--- src/rtl/core_pkg.sv ---
//==============================================================================
// Module      : core_pkg
// Description : Shared definitions for the 5-stage RISC-V core: result-select
//               and ALU encodings, default widths, E-stage control bundle.
// Revision    : 1.0 - initial release
//==============================================================================
`default_nettype none

package core_pkg;

  localparam int XLEN_DEF      = 32;
  localparam int ALUCTRL_W_DEF = 3;

  // ResultSrc encodings; RESULT_LOAD marks an instruction whose result comes
  // from data memory and is therefore not available for forwarding from E.
  localparam logic [1:0] RESULT_ALU  = 2'b00;
  localparam logic [1:0] RESULT_LOAD = 2'b01;
  localparam logic [1:0] RESULT_PC4  = 2'b10;

  // ALUControl encodings
  localparam logic [ALUCTRL_W_DEF-1:0] ALU_ADD = 3'b000;
  localparam logic [ALUCTRL_W_DEF-1:0] ALU_SUB = 3'b001;
  localparam logic [ALUCTRL_W_DEF-1:0] ALU_AND = 3'b010;
  localparam logic [ALUCTRL_W_DEF-1:0] ALU_OR  = 3'b011;
  localparam logic [ALUCTRL_W_DEF-1:0] ALU_SLT = 3'b101;

  // Control bundle carried from D into E. An all-zero value is a bubble.
  typedef struct packed {
    logic                     reg_write;
    logic [1:0]               result_src;
    logic                     mem_write;
    logic                     jump;
    logic                     branch;
    logic [ALUCTRL_W_DEF-1:0] alu_control;
    logic                     alu_src;
    logic                     valid;
  } e_ctrl_t;

endpackage

`default_nettype wire

--- src/rtl/load_use_detect.sv ---
//==============================================================================
// Module      : load_use_detect
// Description : Combinational load-use hazard detector. Flags a D-stage
//               instruction that reads the destination of a load sitting in E.
// Revision    : 1.0 - initial release
//==============================================================================
`default_nettype none

module load_use_detect
  import core_pkg::*;
(
  input  logic       valid_e,
  input  logic       reg_write_e,
  input  logic [1:0] result_src_e,
  input  logic [4:0] rd_e,
  input  logic       valid_d,
  input  logic [4:0] rs1_d,
  input  logic [4:0] rs2_d,
  output logic       lw_stall
);

  logic load_in_e;
  logic src_match;

  // A bubble in E (valid_e=0) or a write to x0 can never create a hazard.
  always_comb begin
    load_in_e = valid_e && reg_write_e && (result_src_e == RESULT_LOAD) && (rd_e != 5'd0);
    src_match = (rs1_d == rd_e) || (rs2_d == rd_e);
    lw_stall  = load_in_e && valid_d && src_match;
  end

endmodule

`default_nettype wire

--- src/rtl/id_ex_stage.sv ---
//==============================================================================
// Module      : id_ex_stage
// Description : D-to-E pipeline register with load-use hazard detection,
//               F/D stall and D/E flush generation, and saturating bubble /
//               load-use statistics counters.
// Revision    : 1.0 - initial release
//==============================================================================
`default_nettype none

module id_ex_stage
  import core_pkg::*;
#(
  parameter int XLEN      = XLEN_DEF,
  parameter int ALUCTRL_W = ALUCTRL_W_DEF,
  parameter int CNT_W     = 16
) (
  input  logic                 CLK,
  input  logic                 RST,
  input  logic                 ValidD,
  input  logic [XLEN-1:0]      RD1D,
  input  logic [XLEN-1:0]      RD2D,
  input  logic [4:0]           Rs1D,
  input  logic [4:0]           Rs2D,
  input  logic [4:0]           RdD,
  input  logic [XLEN-1:0]      ImmExtD,
  input  logic [XLEN-1:0]      PCD,
  input  logic [XLEN-1:0]      PCPlus4D,
  input  logic                 RegWriteD,
  input  logic                 MemWriteD,
  input  logic                 JumpD,
  input  logic                 BranchD,
  input  logic                 ALUSrcD,
  input  logic [1:0]           ResultSrcD,
  input  logic [ALUCTRL_W-1:0] ALUControlD,
  input  logic                 PCSrcE,
  output logic [XLEN-1:0]      RD1E,
  output logic [XLEN-1:0]      RD2E,
  output logic [XLEN-1:0]      ImmExtE,
  output logic [XLEN-1:0]      PCE,
  output logic [XLEN-1:0]      PCPlus4E,
  output logic [4:0]           Rs1E,
  output logic [4:0]           Rs2E,
  output logic [4:0]           RdE,
  output logic                 RegWriteE,
  output logic                 MemWriteE,
  output logic                 JumpE,
  output logic                 BranchE,
  output logic                 ALUSrcE,
  output logic                 ValidE,
  output logic [1:0]           ResultSrcE,
  output logic [ALUCTRL_W-1:0] ALUControlE,
  output logic                 StallF,
  output logic                 StallD,
  output logic                 FlushD,
  output logic                 FlushE,
  output logic [CNT_W-1:0]     BubbleCount,
  output logic [CNT_W-1:0]     LoadUseCount
);

  localparam logic [CNT_W-1:0] CNT_ONE = {{(CNT_W-1){1'b0}}, 1'b1};

  e_ctrl_t             ctrl_next, ctrl_q;
  logic [XLEN-1:0]     rd1_next, rd2_next, imm_next, pc_next, pc4_next;
  logic [XLEN-1:0]     rd1_q, rd2_q, imm_q, pc_q, pc4_q;
  logic [4:0]          rs1_next, rs2_next, rd_next;
  logic [4:0]          rs1_q, rs2_q, rd_q;
  logic                lw_stall;
  logic                flush_e;
  logic [CNT_W-1:0]    bubble_cnt, load_use_cnt;

  load_use_detect u_load_use_detect (
    .valid_e      (ctrl_q.valid),
    .reg_write_e  (ctrl_q.reg_write),
    .result_src_e (ctrl_q.result_src),
    .rd_e         (rd_q),
    .valid_d      (ValidD),
    .rs1_d        (Rs1D),
    .rs2_d        (Rs2D),
    .lw_stall     (lw_stall)
  );

  // Hazard controls: a stall holds F/D and injects a bubble; a taken
  // branch/jump kills both the D and E slots.
  always_comb begin
    flush_e = lw_stall || PCSrcE;
    StallF  = lw_stall;
    StallD  = lw_stall;
    FlushD  = PCSrcE;
    FlushE  = flush_e;
  end

  // Next E contents: D values, or an all-zero bubble when E is flushed.
  always_comb begin
    ctrl_next.reg_write   = RegWriteD;
    ctrl_next.result_src  = ResultSrcD;
    ctrl_next.mem_write   = MemWriteD;
    ctrl_next.jump        = JumpD;
    ctrl_next.branch      = BranchD;
    ctrl_next.alu_control = ALUControlD;
    ctrl_next.alu_src     = ALUSrcD;
    ctrl_next.valid       = ValidD;
    rd1_next = RD1D;
    rd2_next = RD2D;
    imm_next = ImmExtD;
    pc_next  = PCD;
    pc4_next = PCPlus4D;
    rs1_next = Rs1D;
    rs2_next = Rs2D;
    rd_next  = RdD;
    if (flush_e) begin
      ctrl_next = '0;
      rd1_next  = '0;
      rd2_next  = '0;
      imm_next  = '0;
      pc_next   = '0;
      pc4_next  = '0;
      rs1_next  = '0;
      rs2_next  = '0;
      rd_next   = '0;
    end
  end

  // E-stage register: loads every cycle, never holds.
  always_ff @(posedge CLK or posedge RST) begin
    if (RST) begin
      ctrl_q <= '0;
      rd1_q  <= '0;
      rd2_q  <= '0;
      imm_q  <= '0;
      pc_q   <= '0;
      pc4_q  <= '0;
      rs1_q  <= '0;
      rs2_q  <= '0;
      rd_q   <= '0;
    end else begin
      ctrl_q <= ctrl_next;
      rd1_q  <= rd1_next;
      rd2_q  <= rd2_next;
      imm_q  <= imm_next;
      pc_q   <= pc_next;
      pc4_q  <= pc4_next;
      rs1_q  <= rs1_next;
      rs2_q  <= rs2_next;
      rd_q   <= rd_next;
    end
  end

  // Saturating statistics: bubbles injected and load-use stalls taken.
  always_ff @(posedge CLK or posedge RST) begin
    if (RST) begin
      bubble_cnt   <= '0;
      load_use_cnt <= '0;
    end else begin
      if (flush_e && (bubble_cnt != '1)) begin
        bubble_cnt <= bubble_cnt + CNT_ONE;
      end
      if (lw_stall && (load_use_cnt != '1)) begin
        load_use_cnt <= load_use_cnt + CNT_ONE;
      end
    end
  end

  // Drive registered outputs.
  always_comb begin
    RD1E         = rd1_q;
    RD2E         = rd2_q;
    ImmExtE      = imm_q;
    PCE          = pc_q;
    PCPlus4E     = pc4_q;
    Rs1E         = rs1_q;
    Rs2E         = rs2_q;
    RdE          = rd_q;
    RegWriteE    = ctrl_q.reg_write;
    ResultSrcE   = ctrl_q.result_src;
    MemWriteE    = ctrl_q.mem_write;
    JumpE        = ctrl_q.jump;
    BranchE      = ctrl_q.branch;
    ALUControlE  = ctrl_q.alu_control;
    ALUSrcE      = ctrl_q.alu_src;
    ValidE       = ctrl_q.valid;
    BubbleCount  = bubble_cnt;
    LoadUseCount = load_use_cnt;
  end

endmodule

`default_nettype wire

--- config.mk ---
export PLATFORM = sky130hd
export DESIGN_NAME = id_ex_stage
export DESIGN_NICKNAME = d
export VERILOG_FILES = /design/src/rtl/core_pkg.sv /design/src/rtl/load_use_detect.sv /design/src/rtl/id_ex_stage.sv
export SDC_FILE = /design/constraint.sdc
export NUM_CORES = 1
export LEC_CHECK = 0
export ABC_AREA = 1
export CAP_MARGIN = 20
export CORE_AREA = 2 2 160 162
export DETAILED_ROUTE_END_ITERATION = 12
export DIE_AREA = 0 0 162 164
export HOLD_SLACK_MARGIN = 0.06
export PLACE_DENSITY = 0.65
export REMOVE_ABC_BUFFERS = 1
export SYNTH_ARGS = -nofsm -noshare
export SYNTH_HDL_FRONTEND = slang
export SYNTH_SLANG_ARGS = --single-unit
--- constraint.sdc ---
create_clock -name CLK -period 12.13 [get_ports CLK]
set_clock_uncertainty 0.05 [all_clocks]
set_input_delay 3.639 -clock CLK [delete_from_list [all_inputs] [get_ports CLK]]
set_output_delay 3.639 -clock CLK [all_outputs]
set_load 0.005 [all_outputs]
==> results of run 1 <==
## layer usage
layer / vias to the layer above / part of all wire / track usage
met3: 41 / 0.096 / 0.0588
met2: 295 / 0.50 / 0.316
met4: 2 / 0.024 / 0.0507
met1: 3212 / 0.38 / 0.212
li1: 3361 / - / -
met5: - / 0.00065 / 0
## kinds of logic (layout without fill, tap and decap cells)
family | Yosys count | in the layout | synth area share
XOR/XNOR | 29 | 29 | 0.0301
flip-flops | 218 | 218 | 0.647
adder cells (fa/ha/maj) | 2 | 2 | 0.00297
AO/OA/AOI/OAI | 2 | 2 | 0.00119
AND/OR/NAND/NOR | 396 | 396 | 0.194
other | 0 | 1 | 0
buffers and inverters | 242 | 671 | 0.125
## per-stage QoR
stage                     hold slack [ns]  setup slack [ns]  std cells  total power, mW   util
after global placement              0.435              2.47       1603             1.03  0.513
after floorplan                     0.437              2.48        860            0.869      -
after CTS                           0.454              2.45       1648             1.79  0.546
final                               0.453              2.47       1649             1.76  0.546
after global routing                0.502              2.25       1649             1.85  0.546
after detailed placement            0.440              2.46       1603             1.04  0.513
## power groups by stage
stage | Clock [mW] | Sequential [mW] | Combinational [mW]
detailed placement | 0 | 0.804 | 0.233
finish | 0.741 | 0.791 | 0.229
global route | 0.798 | 0.796 | 0.252
CTS | 0.767 | 0.792 | 0.234
global placement | 0 | 0.803 | 0.230
floorplan | 0 | 0.804 | 0.0651
## sequential cells by signal (all words and copies together), names as in the netlist
signal,cells
ImmExtE,32
PCE,32
PCPlus4E,32
RD1E,32
RD2E,32
BubbleCount,16
LoadUseCount,16
RdE,5
Rs1E,5
Rs2E,5
ALUControlE,3
ResultSrcE,2
ALUSrcE,1
BranchE,1
JumpE,1
MemWriteE,1
RegWriteE,1
ValidE,1
## worst min-delay path: cells and delay by family (launching register included)
family | cells | cell delay [ns]
flops | 1 | 0.36
simple gates | 2 | 0.11
## cell usage in the layout, fill, tap and decap left out, drive strengths merged, types with 2 or more instances in the layout
cell,instances
clkdlybuf4s50,410
dfrtp,218
nor2,211
inv,211
nand2,118
nand3,49
clkbuf,38
xor2,19
nor3,13
xnor2,10
clkinv,8
nand4,4
buf,3
ha,2
## final cells by class
type	count	share of cell area
flip-flops and latches	218	0.402
repair buffers	413	0.304
multi-input cells	429	0.143
inverters	213	0.0596
clock buffers	38	0.0556
well taps	330	0.0304
clock inverters	7	0.00470
diodes	1	0.000185
## worst paths after layout
| path | end | slack [ns] | cells past startpoint |
|---|---|---|---|
| hold / removal | BubbleCount[15]$_DFFE_PP0P_ | 0.45 | 2 |
| setup / recovery | FlushE | 2.47 | 10 |
| max in group asynchronous | ImmExtE[22]$_DFF_PP0_ | 7.07 | 3 |
| hold reg to reg | BubbleCount[15]$_DFFE_PP0P_ | 0.45 | 2 |
| min in group asynchronous | RD2E[22]$_DFF_PP0_ | 3.60 | 2 |
| setup reg to reg | RD1E[1]$_DFF_PP0_ | 9.21 | 10 |
==> out/results.ini, run 1 <==
[outcome]
outcome=completed

[layout]
seqCellArea_um2=5460
multiInputGateArea_um2=1940
layout-drive-gt1-share=0.0455
nets=1491
final_area_um2=13600
n_fill_cell=2263
syn2layout_area_growth_pct=60.9

[critical_path]
required_ns=8.44
cp_num_buf_inv=3
arrival_ns=5.97
cp_cell_sequence=clkdlybuf4s50_1, nand2_1, clkinv_1, nor2_1, nor2_1, nand3_1, nand2_1, nand2_2, nand2_8, clkdlybuf4s50_1
path_max_fanout=119
critical-path-top-delay-family=buffers and inverters
worstSetupPathType=input pin to output pin
cp_slowest_cell=clkdlybuf4s50_1
crit_path_start_kind=input pin
r2r_start=RdE[0]$_DFF_PP0_
cp-startpoint=Rs2D[0]
slowest_delay_ns=0.65
crit_path_end_kind=output pin

[global_route]
grtUsageTotal=0.180
grt_max_degree=120
antenna_found_initial=2
grt_pass1_wl_mm=37.5
grt_overflow=0
grt_pass1_vias=6885

[routing]
ant_nets=0
drt_iter0_markers=323
routed_wl_mm=24.7
dr.pass1.iters=6
routed_via_density=4.19
wire_per_inst_um=15.0
drc=0
vias=6911

[timing]
drv_slew=0
fin_crit_sh=0.797
max_freq_ghz=0.103
finalHoldViolCount=0
tightest_slew_ns=0.905
setup_viol=0
min_period_ns=9.66
tns_ns=0
relSlewSlack=0.397
rsz0062_at_grt=no

[yosys]
ys_ff_latch=218
synth_edf_count=0
synth_area_per_cell_um2=9.48
synth-main-ff-cell=dfrtp_1
ys_types=28
async_reset_ff_frac=1.00
synth.area.top_cells=dfrtp_1 65%, inv_1 9.3%, nor2_1 9.3%, nand2_1 5.1%, nand3_1 2.8%
synth_most_common_cell=dfrtp_1
syn_inst=889
synth_top_area_share=0.647
ys_warn_count=0
seq_area_frac_synth=0.647
synth_commonest_cells=218 x dfrtp_1, 208 x inv_1, 208 x nor2_1
netlist_area_um2=8430
yosys.area.top_type=dfrtp_1

[placed_design]
place.detailed.hpwl_mm=18.0
io_buffers=410
placed_cell_area_um2=12700
routabilityCongestion=0.846

[clock_tree]
clk_path_buf_depth=3
numCtsBuffers=25
cts.sinks=218
cts_hold_buf=0
cts_setup_buffers=0
clkTransAtPathRegs_ns=0.06
cts-root-buf=clkbuf_16
insertion_delay_ns=0.51
htreeDepth=1
cts_resized=0
cts_tree=yes

[floorplan]
die_area_um2=26600
die_h_um=164
io_pins=411
row_count=58
start_util=0.340
die_w_um=162
core_um2=24800

[power_and_ir_drop]
pwr-share-comb=0.130
p_leak_nw=6.82
power.internal_mw=1.35
power_switching_mw=0.407
seq_power_share=0.449
vdd_drop_max_v=0.0000841
swShare=0.231
powerDensity_nw_per_um2=130
clkPwrFrac=0.421

[job]
drv_cap=0

[hold_path]
min_path_type=flop to flop
min_from=BubbleCount[15]$_DFFE_PP0P_

Note: power is estimated with default switching activity, not from simulation.
==> inputs of run 2 (changes only) <==
==> constraint.sdc (replaced) <==
create_clock -name CLK -period 9.8 [get_ports CLK]
set_clock_uncertainty 0.05 [all_clocks]
set_input_delay 2.94 -clock CLK [delete_from_list [all_inputs] [get_ports CLK]]
set_output_delay 2.94 -clock CLK [all_outputs]
set_load 0.005 [all_outputs]
==> out/results.ini, run 2 (same netlist as run 1, synthesis figures left out) <==
[critical_path]
critical-path-top-delay-family=buffers and inverters
cp_num_buf_inv=3  ; unchanged
crit_path_end_kind=output pin
r2r_start=RdE[3]$_DFF_PP0_
rr_endpoint=PCPlus4E[15]$_DFF_PP0_
required_ns=6.81  ; -1.63 ns
r2r_slack_ns=6.54  ; -2.67 ns
cp_common_cell=nand2_1
slowest_delay_ns=0.57  ; -0.08 ns
cp_cell_sequence=clkdlybuf4s50_1, inv_1, nand2_1, nand2_1, nor2_1, nand3_1, nand2_1, nand2_2, nand2_8, clkdlybuf4s50_1
reg2reg_depth=11  ; +1
path_max_fanout=51  ; -57%
cp_slowest_cell=clkdlybuf4s50_1
worstSetupPathType=input pin to output pin
crit_path_start_kind=input pin
arrival_ns=4.87  ; -1.10 ns

[timing]
finalHoldViolCount=0  ; unchanged
fin_crit_sh=0.802
setup_viol=0  ; unchanged
tns_ns=0  ; unchanged
min_period_ns=7.86
drv_slew=0  ; unchanged
tightest_slew_ns=0.850  ; -0.0543 ns
max_freq_ghz=0.127
relSlewSlack=0.433  ; +0.0362
rsz0062_at_grt=no
whs_ns=0.453  ; -0.000705 ns

[layout]
layout_common_cells=410 x clkdlybuf4s50_1, 218 x dfrtp_1, 208 x nor2_1
multiInputGateArea_um2=1940  ; unchanged
layout-drive-gt1-share=0.0433  ; -0.00224
final_core_util=0.544  ; -0.00252
seqCellArea_um2=5460  ; unchanged
final_area_um2=13500  ; -0.46%
n_fill_cell=2273  ; +0.44%
diodes=0  ; -1
final_cell_count_no_fill=1647  ; -0.12%
syn2layout_area_growth_pct=60.1
nets=1491  ; unchanged
layout_commonest_cell=clkdlybuf4s50_1

[clock_tree]
cts_hold_buf=0  ; unchanged
numCtsBuffers=24  ; -4.0%
clk_path_buf_depth=3  ; unchanged
insertion_delay_ns=0.52  ; about the same
cts_resized=0  ; unchanged
cts_tree=yes
cts.sinks=218  ; unchanged
clkTransAtPathRegs_ns=0.06  ; about the same
htreeDepth=1  ; unchanged
cts_setup_buffers=0  ; unchanged
cts-root-buf=clkbuf_16

[placed_design]
dp_cells=1604  ; +0.062%
routabilityCongestion=0.866  ; +2.4%
place.detailed.hpwl_mm=18.0  ; +0.16%
io_buffers=410  ; unchanged
placed_cell_area_um2=12700  ; about the same

[outcome]
outcome=completed

[global_route]
grt_overflow=0  ; unchanged
grt_pass1_vias=6820  ; -0.94%
grt_max_degree=112  ; -6.7%
antenna_found_initial=0  ; -2
grtUsageTotal=0.179  ; -0.00143
grt_pass1_wl_mm=37.3  ; -0.52%

[hold_path]
hold_path_end=BubbleCount[15]$_DFFE_PP0P_
min_path_type=flop to flop
whs_path_depth=2  ; unchanged
min_from=BubbleCount[15]$_DFFE_PP0P_

[job]
drv_cap=0  ; unchanged

[floorplan]
core_um2=24800  ; unchanged
die_area_um2=26600  ; unchanged
io_pins=411  ; unchanged
die_w_um=162  ; unchanged
start_util=0.340  ; unchanged
row_count=58  ; unchanged
die_h_um=164  ; unchanged

[power_and_ir_drop]
vdd_drop_max_v=0.000125  ; +49%
powerDensity_nw_per_um2=157  ; +21%
p_leak_nw=6.79  ; -0.45%

[routing]
vias=6831  ; -1.2%
routed_wl_mm=24.4  ; -1.2%
wire_per_inst_um=14.8  ; -1.0%
drt_iter0_markers=293  ; -9.3%
drc=0  ; unchanged
routed_via_density=4.15  ; -1.0%
dr.pass1.iters=4  ; -2
ant_nets=0  ; unchanged

[run 2: metrics by stage]
step / worst slack [ns] / total power, mW
detailed placement: 1.91 / 1.28
finish: 1.94 / 2.12
global route: 1.78 / 2.22
global placement: 1.93 / 1.28
floorplan: 0.846 / 1.08
CTS: 1.91 / 2.15
[run 2: how the worst max path moves through the flow]
stage | start | to | slack (ns) | cells past startpoint
6_report | Rs2D[2] | FlushE | 1.94 | 10
2_1_floorplan | RST | ALUControlE[0]$_DFF_PP0_ | 0.85 | 1
4_1_cts | Rs2D[2] | FlushE | 1.91 | 10
5_1_grt | Rs2D[1] | FlushE | 1.78 | 10
3_3_place_gp | Rs2D[2] | FlushE | 1.93 | 10
3_5_place_dp | Rs2D[2] | FlushE | 1.91 | 10
[run 2: where the power goes]
part	internal, mW	switching, mW
combinational	0.174	0.109
sequential	0.948	0.0312
clock	0.497	0.357
[run 2: final cells by class]
class	instances	area share
clock buffers	37	0.0525
clock inverters	6	0.00306
inverters	213	0.0599
multi-input cells	429	0.144
flip-flops and latches	218	0.404
well taps	330	0.0306
repair buffers	414	0.306
[run 2: routing by layer]
metal / share of wire / up-vias / GRT usage / wire length (um)
met2: 0.48 / 288 / 0.304 / 11600
li1: - / 3358 / - / -
met1: 0.39 / 3124 / 0.212 / 9490
met3: 0.10 / 61 / 0.0609 / 2480
met4: 0.033 / 0 / 0.0615 / 800
met5: 0 / - / 0 / 0
[run 2: tightest hold or removal path, stage by stage (launching register included)]
cell and delay [ns]:
dfrtp_1 0.36, nand2_1 0.06, nand2_1 0.05
